`config.mk`:
```
export PLATFORM = sky130hd
export DESIGN_NAME = gpio_bank
export DESIGN_NICKNAME = d
export VERILOG_FILES = /design/src/rtl/gpio_bank.sv
export SDC_FILE = /design/constraint.sdc
export NUM_CORES = 1
export LEC_CHECK = 0
export CAP_MARGIN = 25
export CORE_MARGIN = 5
export CORE_UTILIZATION = 47
export CTS_CLUSTER_DIAMETER = 60
export DETAILED_ROUTE_END_ITERATION = 16
export PLACE_DENSITY_LB_ADDON = 0.3
export SKIP_CTS_REPAIR_TIMING = 1
export SYNTH_ARGS = -nofsm -noshare
export SYNTH_HDL_FRONTEND = slang
export SYNTH_SLANG_ARGS = --single-unit
```
`constraint.sdc`:
```
create_clock -name clk -period 7.2 [get_ports clk]
set_clock_uncertainty 0.05 [all_clocks]
set_input_delay 1.44 -clock clk [delete_from_list [all_inputs] [get_ports clk]]
set_output_delay 1.44 -clock clk [all_outputs]
set_load 0.02 [all_outputs]
```
`src/rtl/gpio_bank.sv`:
```
// gpio_bank: Wishbone GPIO bank with two-flop input synchroniser, ODR with set/clear
// aliases, and optional edge-detect interrupts compiled in by defining GPIO_BANK_IRQ_EN.
module gpio_bank #(
    parameter int          WIDTH     = 16,
    parameter logic [31:0] BASE_ADDR = 32'h8000_1000
) (
    input  logic             clk,
    input  logic             rst,
    input  logic [31:0]      wb_dat_i,
    output logic [31:0]      wb_dat_o,
    input  logic [31:0]      wb_adr_i,
    input  logic             wb_we_i,
    input  logic             wb_stb_i,
    input  logic             wb_cyc_i,
    output logic             wb_ack_o,
    input  logic [WIDTH-1:0] gpio_i,
    output logic [WIDTH-1:0] gpio_o,
    output logic [WIDTH-1:0] gpio_oe,
    output logic             irq_o
);

    localparam logic [2:0] IDX_IDR  = 3'd0;
    localparam logic [2:0] IDX_ODR  = 3'd1;
    localparam logic [2:0] IDX_DIR  = 3'd2;
    localparam logic [2:0] IDX_SET  = 3'd3;
    localparam logic [2:0] IDX_CLR  = 3'd4;
    localparam logic [2:0] IDX_EN   = 3'd5;
    localparam logic [2:0] IDX_STAT = 3'd6;
    localparam logic [2:0] IDX_EDGE = 3'd7;

    function automatic logic [31:0] zext(input logic [WIDTH-1:0] v);
        logic [31:0] r;
        r           = '0;
        r[WIDTH-1:0] = v;
        return r;
    endfunction

    logic             req;
    logic [31:0]      offset;
    logic             mapped;
    logic [2:0]       idx;
    logic             wr_en;
    logic [WIDTH-1:0] wdat;
    logic [31:0]      rdata;
    logic             unused_dat;

    logic [WIDTH-1:0] sync_p0;
    logic [WIDTH-1:0] sync_p1;
    logic [WIDTH-1:0] odr;
    logic [WIDTH-1:0] dir;

    // A request is only taken while no ack is outstanding, so strobes are acked every other cycle.
    assign req        = wb_cyc_i & wb_stb_i & ~wb_ack_o;
    assign offset     = wb_adr_i - BASE_ADDR;
    assign mapped     = (offset[31:5] == 27'd0) && (offset[1:0] == 2'b00);
    assign idx        = offset[4:2];
    assign wr_en      = req & wb_we_i & mapped;
    assign wdat       = wb_dat_i[WIDTH-1:0];
    assign unused_dat = ^wb_dat_i;

    assign gpio_o  = odr;
    assign gpio_oe = dir;

    // Input synchroniser stages
    always_ff @(posedge clk or posedge rst) begin
        if (rst) begin
            sync_p0 <= '0;
            sync_p1 <= '0;
        end else begin
            sync_p0 <= gpio_i;
            sync_p1 <= sync_p0;
        end
    end

    always_ff @(posedge clk or posedge rst) begin
        if (rst) begin
            odr <= '0;
            dir <= '0;
        end else if (wr_en) begin
            case (idx)
                IDX_ODR: odr <= wdat;
                IDX_SET: odr <= odr | wdat;
                IDX_CLR: odr <= odr & ~wdat;
                IDX_DIR: dir <= wdat;
                default: ;
            endcase
        end
    end

`ifdef GPIO_BANK_IRQ_EN
    logic [WIDTH-1:0] irq_en;
    logic [WIDTH-1:0] irq_stat;
    logic [WIDTH-1:0] edge_sel;
    logic [WIDTH-1:0] prev_p2;
    logic [WIDTH-1:0] edge_det;
    logic [WIDTH-1:0] w1c_mask;

    // Detection compares real sample history, so a polarity change alone never fires.
    assign edge_det = (edge_sel & sync_p1 & ~prev_p2) | (~edge_sel & ~sync_p1 & prev_p2);
    assign w1c_mask = (wr_en && (idx == IDX_STAT)) ? wdat : '0;
    assign irq_o    = |(irq_stat & irq_en);

    // Edge-detect stage
    always_ff @(posedge clk or posedge rst) begin
        if (rst) begin
            prev_p2  <= '0;
            irq_stat <= '0;
            irq_en   <= '0;
            edge_sel <= '0;
        end else begin
            prev_p2  <= sync_p1;
            irq_stat <= (irq_stat & ~w1c_mask) | edge_det;
            if (wr_en && (idx == IDX_EN)) begin
                irq_en <= wdat;
            end
            if (wr_en && (idx == IDX_EDGE)) begin
                edge_sel <= wdat;
            end
        end
    end
`else
    assign irq_o = 1'b0;
`endif

    always_comb begin
        rdata = 32'hFFFF_FFFF;
        if (mapped) begin
            case (idx)
                IDX_IDR:  rdata = zext(sync_p1);
                IDX_ODR:  rdata = zext(odr);
                IDX_DIR:  rdata = zext(dir);
`ifdef GPIO_BANK_IRQ_EN
                IDX_EN:   rdata = zext(irq_en);
                IDX_STAT: rdata = zext(irq_stat);
                IDX_EDGE: rdata = zext(edge_sel);
`endif
                default:  rdata = 32'h0000_0000;
            endcase
        end
    end

    // Bus response stage
    always_ff @(posedge clk or posedge rst) begin
        if (rst) begin
            wb_ack_o <= 1'b0;
            wb_dat_o <= 32'h0000_0000;
        end else begin
            wb_ack_o <= req;
            if (req) begin
                wb_dat_o <= rdata;
            end
        end
    end

endmodule

```
==> results.yml <==
hold_path:
  hold_path.class: "reg2reg"
setup_path:
  cp_top_family: "simple AND/OR/NAND/NOR gates"
  timing.critical_path.required_ns: 7.40
  end_kind: "flop"
  start_kind: "input pin"
  reg2reg_slack_ns: 4.04
  criticalPathCategory: "in2reg"
  cp_max_fo: 19
  path_cells: "clkdlybuf4s50_1 > inv_1 > ha_1 > or4b_2 > a221oi_1 > o2bb2ai_1 > or4_4 > nor4_4 > buf_8 > mux2_2"
  crit_buf_inv: 3
  slowest_delay_ns: 0.68
  worstPathArrival_ns: 5.09
  cp_slowest_cell: "or4_4"
synth:
  synth_largest_area_cell: "dfrtp_1"
  synthesis.area_mm2: 0.003819
  synth_cells: 357
  postSynthAreaPerCell_um2: 10.70
  synthFlopType: "dfrtp_1"
  synth_top_area_share_pct: 53.74
  ys_seq_area_share_pct: 53.74
  synth_nets: 443
  yosysUniqueCellTypes: 48
  synth_seq_cells: 82
  synth.top_cells.by_area: "dfrtp_1, o21ai_0, mux2_2"
  synth_edf_count: 0
  yosys_warnings: 0
  ys_async_sr_fraction_pct: 100.0
detailed_routing:
  antenna_left: 0
  wire_per_inst_um: 17.06
  drt_first_pass_iters: 4
  vias_per_cell: 5.355
  drc: 0
  wirelength_um: 9897
  drtIter0Drc: 175
  num_vias: 3106
cells_and_area:
  diodes: 0
  syn_to_final_growth_pct: 40.24
  fin_area_mm2: 0.005355
  drive_gt1_share_pct: 11.30
  nets: 559
  mostFrequentLayoutCell: "clkdlybuf4s50_1"
  layout_common_cells: "clkdlybuf4s50_1, dfrtp_1, o21ai_0, nor2_1, nand2_1"
global_route:
  grt_max_degree: 83
  grt_pass1_wl_um: 15850
  grt-ovfl-total: 0
  antenna_found_initial: 0
  grt_usage_pct: 20.02
  grt_pass1_vias: 3183
floorplan:
  initial_core_util_pct: 48.91
  coreArea_mm2: 0.007807
  io_pins: 151
  die_w_um: 100.1
  fp-row-count: 32
  die-area_mm2: 0.01003
  die-height_um: 100.1
outcome:
  status: "finished clean"
timing:
  rsz0062_at_grt: "no"
  finalCritPeriodShare_pct: 67.93
  finalSetupTns_ns: 0
  maxSlewHeadroom_pct: 31.69
  timing.fmax_mhz: 204.5
  hold_viol_final: 0
  finalSetupViolCount: 0
  fin_crit_ns: 4.891
  slew_viol_final: 0
  final_critical_path_setup_slack_ns: 2.309
  worst_slew_pin_slew_ns: 1.025
placement:
  place.gp.congestion: 0.8231
  port_buffers: 133
  place_area_mm2: 0.005079
  post-place-ws_ns: 1.955
  place_hpwl_um: 6988
cts:
  clock-sinks: 82
  clock-root-buffer: "clkbuf_8"
  numCtsBuffers: 9
  clk_path_buf_depth: 2
  cts_tree: "built"
  clk_pin_slew_worst_paths_ns: 0.08
  cts_max_level: 3
  clock_latency_ns: 0.35
flow_run:
  cap_viol_max_count: 0
power_and_ir_drop:
  total_power_mw: 0.9457
  p_leak_nw: 2.202
  irDropWorstVdd_uv: 111.3
  powerDensity_mw_per_mm2: 176.6
-- synthesized netlist by cell type, types with 2 or more instances --
library cell	count
buf_6	3
o21ai_0	41
inv_1	19
clkbuf_1	11
mux2_2	16
a32o_1	2
and2b_2	2
nor2_1	27
a21oi_1	17
or4b_2	2
o21ai_1	10
nor3_1	2
mux2i_1	16
or4_4	2
nand2b_1	16
dfrtp_1	82
nor4b_1	2
nand2_1	19
xnor2_1	2
nand4_1	2
o41ai_1	16
nor4_1	5
buf_4	16
nor2b_1	2
clkbuf_8	2
-- layout make-up --
class / instances / area [um^2]
Clock buffer: 11 / 141.4
Clock inverter: 5 / 85.08
Fill cell: 601 / 2452
Inverter: 19 / 72.57
Multi-Input combinational cell: 221 / 1454
Sequential cell: 82 / 2052
Tap cell: 102 / 127.6
Timing Repair Buffer: 140 / 1423
-- cell families after synthesis --
family          count (synthesis)  synth area share (%)
xor+xnor                        2                0.4588
buf+inv                        54                 8.191
other cells                     1               0.09820
fa+ha+maj                       1                0.3276
compound gates                 91                 14.32
simple gates                   94                 13.96
mux                            32                 8.912
flops                          82                 53.74
-- per-layer routing --
| metal | GRT usage (%) | vias up | share of wire, % |
|---|---|---|---|
| met3 | 6.463 | 13 | 8.8 |
| li1 | - | 1466 | - |
| met4 | 7.358 | 0 | 1.4 |
| met1 | 24.81 | 1482 | 41 |
| met2 | 32.77 | 145 | 48 |
| met5 | 0 | - | 0 |
-- through the flow --
stage / utilization (%) / instances / hold WS [ns]
final: 68.59 / 580 / 0.3008
after CTS: 67.95 / 577 / 0.3037
after global routing: 68.59 / 580 / 0.3094
after detailed placement: 65.05 / 561 / 0.2847
after floorplan: - / 357 / 0.2812
after global placement: 64.71 / 559 / 0.2816
-- worst reg2reg max path: stages, from the launching register on --
cell and delay [ns]:
dfrtp_1 0.39, nor2_2 0.59, nand4_1 0.20, or4_4 0.69, nor4_4 0.56, buf_8 0.23, mux2_2 0.35
-- report_power, final --
group / internal, mW / switching, mW
Combinational: 0.0501 / 0.0474
Clock: 0.207 / 0.169
Sequential: 0.469 / 0.00290
-- state kept, by name (all words and copies together), names as in the netlist --
register and flops:
wb_dat_o 17, sync_p0 16, sync_p1 16, gpio_oe 16
gpio_o 16, wb_ack_o 1
-- path summary, 6_finish.rpt --
check | endpoint | start | cells after the start
min | sync_p1[12] | sync_p0[12] | 0
min in group asynchronous | sync_p0[9] | rst | 3
max reg2reg | gpio_oe[14] | wb_ack_o | 6
max in group asynchronous | wb_dat_o[30] | rst | 4
min reg2reg | sync_p1[12] | sync_p0[12] | 0
max | gpio_oe[14] | wb_adr_i[12] | 10
(Power assumes the default switching activity.)
